### config.mk
export PLATFORM = sky130hd
export DESIGN_NAME = digit_shadow_sequencer_flat
export DESIGN_NICKNAME = d
export VERILOG_FILES = /design/src/rtl/digit_seq_pkg.sv /design/src/rtl/digit_shadow_sequencer_if.sv /design/src/rtl/digit_bank.sv /design/src/rtl/digit_shadow_sequencer.sv /design/src/flat_wrapper.sv
export SDC_FILE = /design/constraint.sdc
export NUM_CORES = 1
export LEC_CHECK = 0
export ABC_AREA = 1
export ABC_CLOCK_PERIOD_IN_PS = 6450
export CORE_MARGIN = 2
export CORE_UTILIZATION = 60
export CTS_CLUSTER_DIAMETER = 200
export DETAILED_ROUTE_END_ITERATION = 7
export PLACE_DENSITY = 0.84
export SYNTH_ARGS = -nofsm -noshare
export SYNTH_HDL_FRONTEND = slang
export SYNTH_SLANG_ARGS = --single-unit
### constraint.sdc
create_clock -name clk -period 6.45 [get_ports clk]
set_clock_uncertainty 0.05 [all_clocks]
set_input_delay 1.29 -clock clk [delete_from_list [all_inputs] [get_ports clk]]
set_output_delay 1.29 -clock clk [all_outputs]
set_load 0.05 [all_outputs]
### src/rtl/digit_seq_pkg.sv
// Shared types and constants for the digit shadow sequencer: FSM states,
// blank tile code, RTC register indices and BCD nibble helpers.
package digit_seq_pkg;

  typedef enum logic [1:0] {
    IDLE,
    READ,
    GAP,
    SWAP
  } seq_state_t;

  localparam logic [3:0] BLANK_CODE = 4'hF;

  localparam int REG_HOUR = 0;
  localparam int REG_MIN  = 1;
  localparam int REG_SEC  = 2;
  localparam int REG_DAY  = 3;
  localparam int REG_MON  = 4;
  localparam int REG_YEAR = 5;
  localparam int REG_TH   = 6;
  localparam int REG_TM   = 7;
  localparam int REG_TS   = 8;

  function automatic logic nibble_ok(input logic [3:0] n);
    return n <= 4'd9;
  endfunction

  function automatic logic bcd_ok(input logic [7:0] b);
    return nibble_ok(b[7:4]) && nibble_ok(b[3:0]);
  endfunction

  // Invalid nibbles become BLANK_CODE so the renderer shows an empty tile
  function automatic logic [7:0] bcd_sanitize(input logic [7:0] b);
    logic [3:0] hi;
    logic [3:0] lo;
    hi = nibble_ok(b[7:4]) ? b[7:4] : BLANK_CODE;
    lo = nibble_ok(b[3:0]) ? b[3:0] : BLANK_CODE;
    return {hi, lo};
  endfunction

endpackage

### src/rtl/digit_shadow_sequencer_if.sv
// RTC register read port: req/ack handshake, data valid with ack.
interface digit_shadow_sequencer_if #(
  parameter int ADDR_W = 8
);
  logic              rd_req;
  logic [ADDR_W-1:0] rd_addr;
  logic              rd_ack;
  logic [7:0]        rd_data;

  modport master (output rd_req, output rd_addr, input rd_ack, input rd_data);
  modport slave  (input rd_req, input rd_addr, output rd_ack, output rd_data);
endinterface

### src/rtl/digit_bank.sv
// Double-buffered BCD register file: shadow written per RTC read, copied to
// the active bank on swap; active bank feeds a registered tile lookup.
module digit_bank
  import digit_seq_pkg::*;
#(
  parameter int NUM_REGS = 9,
  parameter int IDX_W    = $clog2(NUM_REGS)
) (
  input  logic             clk,
  input  logic             reset,
  input  logic             we,
  input  logic [IDX_W-1:0] wr_idx,
  input  logic [7:0]       wr_data,
  input  logic             swap,
  input  logic [4:0]       tile_idx,
  output logic [3:0]       tile_code
);

  logic [7:0]       shadow [NUM_REGS];
  logic [7:0]       active [NUM_REGS];
  logic [IDX_W-1:0] sel;

  always_ff @(posedge clk or posedge reset) begin
    if (reset) begin
      for (int i = 0; i < NUM_REGS; i++) begin
        shadow[i] <= '0;
        active[i] <= '0;
      end
    end else begin
      if (we) shadow[wr_idx] <= wr_data;
      if (swap) begin
        for (int i = 0; i < NUM_REGS; i++) active[i] <= shadow[i];
      end
    end
  end

  // Even tiles show tens, odd tiles show units of register tile_idx/2
  assign sel = IDX_W'(tile_idx >> 1);

  always_ff @(posedge clk or posedge reset) begin
    if (reset) begin
      tile_code <= '0;
    end else if (int'(tile_idx) >= 2 * NUM_REGS) begin
      tile_code <= BLANK_CODE;
    end else begin
      tile_code <= tile_idx[0] ? active[sel][3:0] : active[sel][7:4];
    end
  end

endmodule

### src/rtl/digit_shadow_sequencer.sv
// Per-frame RTC snapshot sequencer feeding the digit-tile renderer.
// Optional DIGIT_BCD_CHECK_EN: blank invalid nibbles and report bcd_err.
module digit_shadow_sequencer
  import digit_seq_pkg::*;
#(
  parameter int                NUM_REGS  = 9,
  parameter int                ADDR_W    = 8,
  parameter logic [ADDR_W-1:0] BASE_ADDR = 8'h21,
  parameter int                TIMEOUT   = 255
) (
  input  logic                     clk,
  input  logic                     reset,
  input  logic                     frame_tick,
  digit_shadow_sequencer_if.master rtc,
  input  logic [4:0]               tile_idx,
  output logic [3:0]               tile_code,
  output logic                     busy,
  output logic                     fetch_done,
  output logic                     snap_err
`ifdef DIGIT_BCD_CHECK_EN
  ,
  output logic                     bcd_err
`endif
);

  localparam int IDX_W = $clog2(NUM_REGS);
  localparam int CNT_W = $clog2(TIMEOUT + 1);

  seq_state_t       state, state_next;
  logic [IDX_W-1:0] index, index_next;
  logic [CNT_W-1:0] tmo_cnt, cnt_next;
  logic             shadow_we;
  logic             swap;
  logic             abort;
  logic [7:0]       wr_data;

  always_ff @(posedge clk or posedge reset) begin
    if (reset) begin
      state      <= IDLE;
      index      <= '0;
      tmo_cnt    <= '0;
      fetch_done <= 1'b0;
      snap_err   <= 1'b0;
    end else begin
      state      <= state_next;
      index      <= index_next;
      tmo_cnt    <= cnt_next;
      fetch_done <= swap;
      if (abort)     snap_err <= 1'b1;
      else if (swap) snap_err <= 1'b0;
    end
  end

  // The timeout counter holds the number of READ cycles already spent unacked
  always_comb begin
    state_next = state;
    index_next = index;
    cnt_next   = '0;
    shadow_we  = 1'b0;
    swap       = 1'b0;
    abort      = 1'b0;
    unique case (state)
      IDLE: begin
        if (frame_tick) begin
          index_next = '0;
          state_next = READ;
        end
      end
      READ: begin
        if (rtc.rd_ack) begin
          shadow_we = 1'b1;
          if (index == IDX_W'(NUM_REGS - 1)) begin
            state_next = SWAP;
          end else begin
            index_next = index + 1'b1;
            state_next = GAP;
          end
        end else if (tmo_cnt == CNT_W'(TIMEOUT - 1)) begin
          abort      = 1'b1;
          index_next = '0;
          state_next = IDLE;
        end else begin
          cnt_next = tmo_cnt + 1'b1;
        end
      end
      GAP: state_next = READ;
      SWAP: begin
        swap       = 1'b1;
        index_next = '0;
        state_next = IDLE;
      end
      default: state_next = IDLE;
    endcase
  end

  assign rtc.rd_req  = (state == READ);
  assign rtc.rd_addr = BASE_ADDR + ADDR_W'(index);
  assign busy        = (state != IDLE);

`ifdef DIGIT_BCD_CHECK_EN
  logic snap_bad;

  assign wr_data = bcd_sanitize(rtc.rd_data);

  // snap_bad collects invalid nibbles across one snapshot; published at SWAP
  always_ff @(posedge clk or posedge reset) begin
    if (reset) begin
      snap_bad <= 1'b0;
      bcd_err  <= 1'b0;
    end else begin
      if (state == IDLE && frame_tick)      snap_bad <= 1'b0;
      else if (shadow_we && !bcd_ok(rtc.rd_data)) snap_bad <= 1'b1;
      if (swap) bcd_err <= snap_bad;
    end
  end
`else
  assign wr_data = rtc.rd_data;
`endif

  digit_bank #(
    .NUM_REGS(NUM_REGS),
    .IDX_W   (IDX_W)
  ) u_bank (
    .clk      (clk),
    .reset    (reset),
    .we       (shadow_we),
    .wr_idx   (index),
    .wr_data  (wr_data),
    .swap     (swap),
    .tile_idx (tile_idx),
    .tile_code(tile_code)
  );

endmodule

### src/flat_wrapper.sv
// flat-port wrapper written by rule: the top's interface ports become plain ports
module digit_shadow_sequencer_flat import digit_seq_pkg::*;
#(
  parameter int                NUM_REGS  = 9,
  parameter int                ADDR_W    = 8,
  parameter logic [ADDR_W-1:0] BASE_ADDR = 8'h21,
  parameter int                TIMEOUT   = 255
)
  (clk, reset, frame_tick, tile_idx, tile_code, busy, fetch_done, snap_err, rtc_rd_req, rtc_rd_addr, rtc_rd_ack, rtc_rd_data);
  digit_shadow_sequencer_if #(.ADDR_W(ADDR_W)) rtc_i ();
  input  logic clk;
  input  logic reset;
  input  logic frame_tick;
  input  logic [4:0] tile_idx;
  output logic [3:0] tile_code;
  output logic busy;
  output logic fetch_done;
  output logic snap_err;
  output wire logic [$bits(rtc_i.rd_req)-1:0] rtc_rd_req;
  output wire logic [$bits(rtc_i.rd_addr)-1:0] rtc_rd_addr;
  input wire logic [$bits(rtc_i.rd_ack)-1:0] rtc_rd_ack;
  input wire logic [$bits(rtc_i.rd_data)-1:0] rtc_rd_data;
  assign rtc_rd_req = rtc_i.rd_req;
  assign rtc_rd_addr = rtc_i.rd_addr;
  assign rtc_i.rd_ack = rtc_rd_ack;
  assign rtc_i.rd_data = rtc_rd_data;
  digit_shadow_sequencer #(.NUM_REGS(NUM_REGS), .ADDR_W(ADDR_W), .BASE_ADDR(BASE_ADDR), .TIMEOUT(TIMEOUT)) u_core (.clk(clk), .reset(reset), .frame_tick(frame_tick), .rtc(rtc_i), .tile_idx(tile_idx), .tile_code(tile_code), .busy(busy), .fetch_done(fetch_done), .snap_err(snap_err));
endmodule
; Word-level counts from Yosys, hierarchy flattened
; Cells that the tools add are included.
[word_totals]
ff_bits = 164
in_bits = 17
output_inout_bits = 16
word_cells = 77
[classes]
add_sub_neg = 3
n_lt_le_gt_ge = 4
eq_ne = 8
n_mux = 29
bitwise_logic = 2
n_reduce_logical = 7
[op_table]
columns = cell, n
row1 = $bwmux 72, 1
row2 = $mux 8, 6
row3 = $bmux 8 s4, 1
row4 = $demux 8 s4, 1
row5 = $mux 4, 6
row6 = $ge 5x5->1 const B, 3
row7 = $pmux 4 s3, 1
row8 = $not 4->5, 2
row9 = $mux 1, 9
row10 = $add 8x1->8 const B, 1
row11 = $eq 8x8->1 const B, 1
row12 = $pmux 2 s4, 1
row13 = $add 6x4->7 const A, 1
row14 = $mux 2, 3
row15 = $lt 5x1->1 const B, 1
row16 = $add 4x1->4 const B, 1
row17 = $eq 2x2->1 const B, 2
row18 = $eq 4x4->1 const B, 1
row19 = $reduce_and 4->1, 1
row20 = $reduce_bool 2->1, 2
row21 = $ne 3x1->1 const B, 1
row22 = $ne 3x3->1 const B, 1
row23 = $reduce_bool 3->1, 1
row24 = $eq 2x1->1 const B, 1
row25 = 4 further kinds, 4

; Longest topological paths before layout
; Gate-level depths: netlist of the first run.
[depth]
ltp_word = 6
depth_mapped = 10

; By module
; Synthesis of the first run repeated with hierarchy kept, for this count alone.
[unflattened]
hier_cells = 762
area_unflattened_um2 = 7069.3
[modules_own_cells]
columns = mod, n_inst, cells_per_inst, area_per_inst_um2, seq_area_each_um2
row1 = digit_bank, 1, 644, 6164.7, 3703.6
row2 = digit_shadow_sequencer, 1, 118, 904.6, 400.4

; Worst setup path before layout of the first run
; No wires, ideal clock.
[synth_path]
kind = register to output
startpoint = reg u_core.index[0]
endpoint = out rtc_rd_addr[4]
arrival_ns = 1.745
t_required_ns = 5.110
setup_slack_ns = 3.365
stages_incl_launch_ff = 4
cell_sequence = dfrtp_1 ha_1 inv_1 nor3_1
[synth_between]
elab_chain_cells = 1
[synth_rtl]
columns = item, line
row1 = "start, declared", digit_shadow_sequencer.sv:30  ; logic [IDX_W-1:0] index, index_next;
row2 = "start signal, assigned", digit_shadow_sequencer.sv:46  ; index <= index_next;
row3 = $add 6x4->7, digit_shadow_sequencer.sv:97  ; assign rtc.rd_addr = BASE_ADDR + ADDR_W'(index);
row4 = "end, declared", flat_wrapper.sv:20  ; output wire logic [$bits(rtc_i.rd_addr)-1:0] rtc_rd_addr;
; No other way between the ends.

; Worst setup path in the final report of the first run
[layout_path]
startpoint = reg u_core.index[1]
endpoint = out rtc_rd_addr[4]
; The elaborated chain is that of the path after synthesis.

==> results of run 1 <==
## worst paths after layout
check | startpoint | to | slack, ns | depth (start not counted)
max in group asynchronous | reset | u_core.u_bank.active[46] | 3.73 | 3
setup reg to reg | u_core.state[0] | u_core.u_bank.active[55] | 3.96 | 4
min in group asynchronous | reset | u_core.u_bank.shadow[27] | 1.47 | 2
setup / recovery | u_core.index[1] | rtc_rd_addr[4] | 2.91 | 4
hold / removal | u_core.u_bank.shadow[51] | u_core.u_bank.active[51] | 0.42 | 2
hold reg to reg | u_core.u_bank.shadow[51] | u_core.u_bank.active[51] | 0.42 | 2
## placed cells by master (no fill, tap or decap), drive strengths merged
| master | instances |
|---|---|
| o211ai | 4 |
| and3 | 1 |
| conb | 3 |
| bufinv | 4 |
| nand2 | 277 |
| nor2 | 37 |
| ha | 6 |
| dfrtp | 164 |
| a21oi | 7 |
| xnor2 | 1 |
| a32o | 1 |
| clkbuf | 22 |
| clkinv | 8 |
| buf | 2 |
| clkdlybuf4s50 | 29 |
| nor3 | 8 |
| nor4 | 1 |
| nand3 | 47 |
| xor2 | 4 |
| inv | 89 |
| o21ai | 136 |
| a31oi | 1 |
## routing by layer
layer | vias up | global-route usage, % | routed length [um]
met5 | - | 0 | 0
met4 | 0 | 10.6 | 467
met3 | 50 | 6.27 | 967
met2 | 201 | 44.6 | 7860
met1 | 2695 | 35.8 | 6720
li1 | 2618 | - | -
## worst min-delay path, stage by stage, from the launching register on
cell and delay [ns]:
dfrtp_1 0.34, nand2_1 0.05, nand2_1 0.05
## through the flow
stage          utilization [%]  instance area (um2)  total power [uW]  instances
2_1_floorplan                -                 7090              2100        829
3_3_place_gp              64.6                 7400              2290        964
3_5_place_dp              64.6                 7400              2350        964
4_1_cts                   70.2                 8050              3450        995
5_1_grt                   70.2                 8050              3640        995
6_report                  70.2                 8050              3450        995
## cells by family (layout without fill, tap and decap cells)
family	count (synthesis)	in the layout	synth area share (%)
other	2	3	0.106
DFF	164	164	57.9
AOI/OAI and AO/OA	149	149	10.8
xor gates and xnor gates	5	5	0.618
and+or+nand+nor	371	371	22.0
buffers and inverters	131	154	7.57
adders and majority gates	6	6	1.06
## sequential cells by signal, summed over array words and instances (netlist names)
name and flops:
u_core.u_bank.tile_code 4, u_core.fetch_done 1, u_core.index 4, u_core.state 2, u_core.u_bank.shadow 72, u_core.snap_err 1, u_core.tmo_cnt 8, u_core.u_bank.active 72
## power groups by stage
stage | Combinational, uW | Clock, uW | Sequential [uW]
2_1_floorplan | 590 | 0 | 1510
3_3_place_gp | 747 | 0 | 1550
3_5_place_dp | 790 | 0 | 1560
4_1_cts | 806 | 1090 | 1550
5_1_grt | 915 | 1140 | 1590
6_report | 802 | 1090 | 1560
## final cells by class
class,count,area (um2),share of cell area (%)
Sequential cell,164,4100,51.0
Clock inverter,9,149,1.85
Tap cell,143,179,2.22
Clock buffer,22,494,6.14
Multi-Input combinational cell,534,2460,30.6
Timing Repair Buffer,31,305,3.79
Inverter,92,357,4.43
==> metrics.csv, run 1 <==
stage;metric;value;unit
outcome;outcome;complete, no violations;
cts;Worst-Skew Late Latency;0.43;ns
floorplan;Die Area;12700;um2
power;Worst VDD drop;0.000353;V
cts;clock buffer depth;2;
yosys;async set or reset register ratio after synthesis;100;%
power;Int Pwr;2320;uW
power;Psw;1120;uW
yosys;Seq/Total Area, Yosys;57.9;%
finish;Ant. Diodes;0;
yosys;Synth area leader;dfrtp_1;
worst_setup_path;CP max stage delay;0.83;ns
power;clock power share;31.6;%
grt;grt total ovfl;0;
yosys;Synth top area share;57.9;%
yosys;Primary FF master, synth;dfrtp_1;
worst_setup_path;CP max FO;5;
sta;Final Hold Viols;0;
yosys;top-count cell post-synth;nand2_1;
yosys;top cells by area, synth;dfrtp_1, nand2_1, o21ai_0;
placed_design;Post-Place Setup Slack;2.75;ns
yosys;Mapped Area;7090;um2
sta;Tcrit/Tclk final;54.8;%
cts;CTS tree;done;
floorplan;Die W;113;um
sta;final setup margin;2.91;ns
grt;vias in the first global route;5573;
drt;# DRC;0;
worst_setup_path;CP Capture Type;primary output;
finish;share of cells above drive strength 1;6.22;%
cts;setup bufs post-CTS;0;
grt;GRT Resource Usage Total;27.3;%
yosys;Synth top cells by count;nand2_1, dfrtp_1, o21ai_0;
sta;Setup TNS;0;ns
flow_run;max-capacitance violation count;0;
cts;clock root buffer;clkbuf_16;
drt;post-route ant nets;0;
cts;CTS Sinks;164;
worst_setup_path;Worst Setup Start Kind;register;
sta;Final Slew Violations;0;
power;Leakage;0.00399;uW
cts;Post-CTS Resized;0;
worst_setup_path;delay-heaviest family, CP;buffers and inverters;
floorplan;Starting Density;61.8;%
worst_setup_path;CP Buf/Inv Count;2;
drt;drt total wl;16000;um
floorplan;Top Ports;33;
worst_setup_path;worst path cell trace;ha_1 > inv_1 > nor3_1 > clkdlybuf4s50_1;
yosys;Avg Inst Size Synth;8.56;um2
cts;CTS clk-pin slew, worst paths;0.06;ns
sta;unrepaired setup endpoints after global routing;no;
cts;H-tree depth;4;
power;PD cells;428;nW/um2
cts;Post-CTS Hold Fix Bufs;0;
placed_design;GPL Wtd Cong;0.873;
yosys;#FFs+latches synth;164;
sta;Tmin final;3.54;ns
power;Combinational Power Share;23.3;%
sta;Final Setup Violations;0;
finish;Fill cells;865;
floorplan;Chip Height;113;um
drt;via count;5564;
drt;vias per cell;5.59;
cts;total CTS buffers;17;
placed_design;PortBufs;29;
grt;initial antenna violation count;0;
yosys;Post-Synthesis Cells;828;
floorplan;FP Rows;39;
sta;Max-slew headroom;26.6;%
finish;area grow syn2layout;13.5;%
yosys;yosys warns;0;
floorplan;core area;11500;um2
yosys;Yosys cell types;34;
placed_design;DPL Wire Length;10100;um
worst_setup_path;crit path kind;reg2out;
sta;Worst Max-Slew Pin Slew;1.10;ns
power;Sw Share;32.6;%
power;sequential share of power;45.1;%
sta;maximum clock rate;283;MHz
worst_hold_path;Hold WC Path Type;reg2reg;
worst_setup_path;Crit path arrival time;2.20;ns
drt;Pre-antenna DRT Iters;6;
yosys;Post-synth EDFFs;0;
grt;largest net degree at the start of global routing;125;
drt;DRT iter0 DRCs;604;
finish;Nets;863;
worst_setup_path;Worst EP required;5.11;ns
grt;first-pass GRT wire length;27000;um
worst_setup_path;highest-delay cell along the critical path;clkdlybuf4s50_1;
sta;worst hold slack;0.416;ns
drt;routed len/inst;16.1;um
(Power assumes the default switching activity.)
==> inputs of run 2 (changes only) <==
- ABC_CLOCK_PERIOD_IN_PS: 6450 -> 2930
- CORE_UTILIZATION: 60 -> 54
- PLACE_DENSITY: 0.84 -> 0.8
- clock period: 6.45 -> 2.93 ns (I/O delays scaled with it)
==> metrics.csv, run 2 (same netlist as run 1, synthesis figures left out) <==
stage;metric;value;unit
sta;Final Slew Violations;0;
grt;grt total ovfl;0;
worst_setup_path;CP max FO;5;
floorplan;core area;12700;um2
grt;first-pass GRT wire length;26900;um
worst_setup_path;Crit path arrival time;2.14;ns
finish;leading cell types in the layout, fill and taps excluded;nand2_1, dfrtp_1, o21ai_0;
worst_setup_path;CP max stage delay;0.83;ns
floorplan;Top Ports;33;
worst_setup_path;highest-delay cell along the critical path;clkdlybuf4s50_1;
finish;share of cells above drive strength 1;7.29;%
drt;drt total wl;15600;um
power;Worst VDD drop;0.000749;V
placed_design;DPL Wire Length;9840;um
finish;fin util;64.3;%
drt;# DRC;0;
cts;Worst-Skew Late Latency;0.42;ns
floorplan;FP Rows;41;
sta;final setup margin;0.158;ns
cts;H-tree depth;4;
drt;routed len/inst;15.1;um
finish;Ant. Diodes;0;
grt;GRT Resource Usage Total;24.2;%
sta;Final Hold Viols;0;
sta;Tcrit/Tclk final;94.6;%
cts;CTS clk-pin slew, worst paths;0.06;ns
finish;Top Registers;u_core.u_bank.active (72), u_core.u_bank.shadow (72), u_core.tmo_cnt (8);
worst_setup_path;Worst Setup Start Kind;register;
worst_setup_path;CP Capture Type;primary output;
sta;Setup TNS;0;ns
worst_setup_path;Worst EP required;2.29;ns
finish;area grow syn2layout;15.3;%
finish;Fill cells;1085;
sta;Tmin final;2.77;ns
floorplan;Die Area;14100;um2
drt;via count;5415;
cts;CTS tree;done;
worst_hold_path;Hold WC Path Type;reg2reg;
sta;unrepaired setup endpoints after global routing;no;
placed_design;PortBufs;29;
drt;Pre-antenna DRT Iters;8;
outcome;outcome;complete, no violations;
grt;initial antenna violation count;0;
drt;DRT iter0 DRCs;641;
sta;Final Setup Violations;0;
placed_design;Post-DP Area;7560;um2
drt;vias per cell;5.23;
cts;total CTS buffers;17;
cts;clock root buffer;clkbuf_16;
worst_setup_path;CP Buf/Inv Count;1;
placed_design;GPL Wtd Cong;0.859;
floorplan;Die W;119;um
finish;final cell area excluding filler cells;8170;um2
finish;area occupied by multi-input gates;2460;um2
flow_run;max-capacitance violation count;0;
worst_setup_path;worst path cell trace;ha_1 > xor2_1 > clkdlybuf4s50_1;
finish;Nets;874;
finish;FF+latch area;4100;um2
cts;clock buffer depth;2;
floorplan;Chip Height;119;um
sta;Max-slew headroom;44.7;%
placed_design;Post-Place Setup Slack;0.548;ns
sta;Worst Max-Slew Pin Slew;0.829;ns
grt;largest net degree at the start of global routing;74;
finish;commonest non-fill, non-tap cell in the layout;nand2_1;
power;PD cells;907;nW/um2
cts;CTS Sinks;164;
power;Leakage;0.00405;uW
worst_setup_path;delay-heaviest family, CP;buffers and inverters;
drt;post-route ant nets;0;
floorplan;Starting Density;55.7;%
worst_setup_path;crit path kind;reg2out;
sta;maximum clock rate;361;MHz
grt;vias in the first global route;5508;
-- run 2: worst paths after layout --
kind | start | to | slack (ns) | cells after the start
hold / removal | u_core.u_bank.shadow[41] | u_core.u_bank.active[41] | 0.42 | 2
min in group asynchronous | reset | u_core.u_bank.active[16] | 0.47 | 2
hold reg to reg | u_core.u_bank.shadow[41] | u_core.u_bank.active[41] | 0.42 | 2
max in group asynchronous | reset | u_core.u_bank.shadow[58] | 1.66 | 3
setup / recovery | u_core.index[0] | rtc_rd_addr[2] | 0.16 | 3
setup reg to reg | u_core.state[1] | u_core.u_bank.active[63] | 1.01 | 4
-- run 2: through the flow --
| step | hold slack (ns) | cells | power (uW) |
|---|---|---|---|
| CTS | 0.421 | 1036 | 7450 |
| detailed placement | 0.402 | 1004 | 5140 |
| global placement | 0.400 | 1004 | 5040 |
| floorplan | 0.392 | 829 | 4630 |
| finish | 0.416 | 1036 | 7410 |
| global route | 0.439 | 1036 | 7890 |
-- run 2: metal layers --
metal  wire (um)  track usage, %  up-vias
li1            -               -     2644
met1        6880            32.2     2582
met2        7510            39.2      162
met3         918            5.41       27
met4         307            9.15        0
met5           0               0        -
-- run 2: timing repair --
| action | CTS | global route |
|---|---|---|
| setup endpoints to repair | 0 | 1 |
| hold endpoints to repair | 0 | 0 |
| hold buffers | 0 | 0 |
| buffers inserted | 0 | 0 |
| gates resized for setup | 0 | 1 |
-- run 2: final cells by class --
class / count / share of cell area, %
sequential: 164 / 50.2
multi-input combinational: 534 / 30.1
clock buffer: 23 / 5.97
timing repair buffer: 42 / 5.23
inverter: 92 / 4.35
tap: 172 / 2.63
clock inverter: 9 / 1.53
-- run 2: worst reg2reg max path, cell delays in order (launching register included) --
cell	delay, ns
dfrtp_1	0.42
nand2_4	0.43
inv_1	0.58
nand2_1	0.18
o21ai_0	0.10
-- run 2: power by group --
group | total (uW) | switching, uW | internal, uW
Sequential | 3370 | 385 | 2990
Clock | 2280 | 859 | 1430
Combinational | 1750 | 1150 | 606
==> inputs of run 3 (changes only) <==
- CORE_UTILIZATION: 54 -> 50
- PLACE_DENSITY: 0.8 -> 0.76
==> metrics.csv, run 3 (same netlist as run 1, synthesis figures left out) <==
stage;metric;value;unit
sta;Tmin final;2.76;ns
worst_setup_path;CP max FO;7;
floorplan;FP Rows;43;
worst_setup_path;highest-delay cell along the critical path;clkdlybuf4s50_1;
floorplan;Starting Density;51.1;%
cts;Worst-Skew Late Latency;0.43;ns
drt;# DRC;0;
cts;CTS tree;done;
worst_setup_path;Crit path arrival time;2.12;ns
cts;clock buffer depth;2;
finish;commonest non-fill, non-tap cell in the layout;nand2_1;
cts;CTS clk-pin slew, worst paths;0.06;ns
sta;maximum clock rate;362;MHz
sta;Tcrit/Tclk final;94.2;%
sta;Final Slew Violations;0;
drt;via count;5363;
placed_design;DPL Wire Length;10100;um
worst_setup_path;crit path kind;reg2out;
finish;Ant. Diodes;0;
drt;post-route ant nets;0;
sta;Setup TNS;0;ns
cts;H-tree depth;4;
cts;total CTS buffers;17;
drt;vias per cell;5.14;
cts;Post-CTS Hold Fix Bufs;0;
worst_setup_path;delay-heaviest family, CP;buffers and inverters;
finish;Top Registers;u_core.u_bank.active (72), u_core.u_bank.shadow (72), u_core.tmo_cnt (8);
drt;drt total wl;15600;um
outcome;outcome;complete, no violations;
cts;Post-CTS Resized;0;
power;PD cells;902;nW/um2
worst_setup_path;CP Capture Type;primary output;
floorplan;Die Area;15100;um2
worst_setup_path;CP max stage delay;0.84;ns
worst_setup_path;Worst EP required;2.29;ns
worst_setup_path;worst path cell trace;nand3_1 > xor2_1 > clkdlybuf4s50_1;
floorplan;Chip Height;123;um
floorplan;core area;13900;um2
placed_design;GPL Wtd Cong;0.848;
cts;clock root buffer;clkbuf_16;
sta;Worst Max-Slew Pin Slew;0.900;ns
cts;CTS Sinks;164;
sta;Final Hold Viols;0;
placed_design;PortBufs;29;
finish;fin util;58.8;%
worst_setup_path;Worst Setup Start Kind;register;
finish;leading cell types in the layout, fill and taps excluded;nand2_1, dfrtp_1, o21ai_0;
cts;setup bufs post-CTS;0;
worst_hold_path;Hold WC Path Type;reg2reg;
worst_setup_path;CP Buf/Inv Count;1;
floorplan;Top Ports;33;
power;Leakage;0.00405;uW
sta;unrepaired setup endpoints after global routing;no;
sta;Max-slew headroom;40.0;%
grt;initial antenna violation count;0;
grt;GRT Resource Usage Total;22.6;%
sta;Final Setup Violations;0;
grt;grt total ovfl;0;
drt;routed len/inst;15.0;um
floorplan;Die W;123;um
finish;Nets;874;
drt;DRT iter0 DRCs;521;
grt;first-pass GRT wire length;26000;um
finish;area grow syn2layout;15.2;%
finish;share of cells above drive strength 1;7.41;%
grt;vias in the first global route;5182;
flow_run;max-capacitance violation count;0;
drt;Pre-antenna DRT Iters;5;
power;Worst VDD drop;0.000533;V
grt;largest net degree at the start of global routing;94;
[run 3: layout make-up]
type                            instances  area, um2
Multi-Input combinational cell        534       2460
Clock inverter                         14        163
Inverter                               92        355
Sequential cell                       164       4100
Fill cell                            1238       5720
Clock buffer                           18        429
Timing Repair Buffer                   42        430
Tap cell                              180        225
[run 3: path summary, 6_finish.rpt]
kind,end,slack (ns),depth (start not counted),from
setup / recovery,rtc_rd_addr[3],0.17,3,u_core.index[2]
hold / removal,u_core.u_bank.active[61],0.42,2,u_core.u_bank.shadow[61]
setup reg to reg,u_core.u_bank.active[63],1.16,3,u_core.state[1]
hold reg to reg,u_core.u_bank.active[61],0.42,2,u_core.u_bank.shadow[61]
max in group asynchronous,u_core.u_bank.active[46],1.72,3,reset
min in group asynchronous,u_core.u_bank.active[27],0.43,2,reset
[run 3: report_power, final]
part / leakage [uW] / internal, uW / switching [uW]
combinational: 0.00185 / 612 / 1140
clock: 0.000281 / 1330 / 909
sequential: 0.00192 / 2990 / 386
[run 3: through the flow]
step / hold slack, ns / cell area (um2) / cells / total power (uW) / worst slack [ns]
after floorplan: 0.392 / 7100 / 829 / 4630 / 0.209
after global placement: 0.398 / 7570 / 1012 / 5080 / 0.579
after detailed placement: 0.404 / 7570 / 1012 / 5150 / 0.546
after CTS: 0.420 / 8160 / 1044 / 7410 / 0.0595
after global routing: 0.437 / 8170 / 1044 / 7850 / 0.0646
final: 0.419 / 8170 / 1044 / 7360 / 0.170
[run 3: tightest hold or removal path: cells and delay by family, from the launching register on]
kind	cells	cell delay (ns)
simple gates	2	0.10
flops	1	0.34
[run 3: per-layer routing]
| layer | wire length, um | track usage (%) | share of wire (%) | vias up |
|---|---|---|---|---|
| met5 | 0 | 0 | 0 | - |
| met4 | 238 | 6.53 | 1.5 | 0 |
| met3 | 860 | 5.90 | 5.5 | 20 |
| met2 | 7430 | 36.0 | 48 | 149 |
| met1 | 7100 | 30.7 | 45 | 2556 |
| li1 | - | - | - | 2638 |
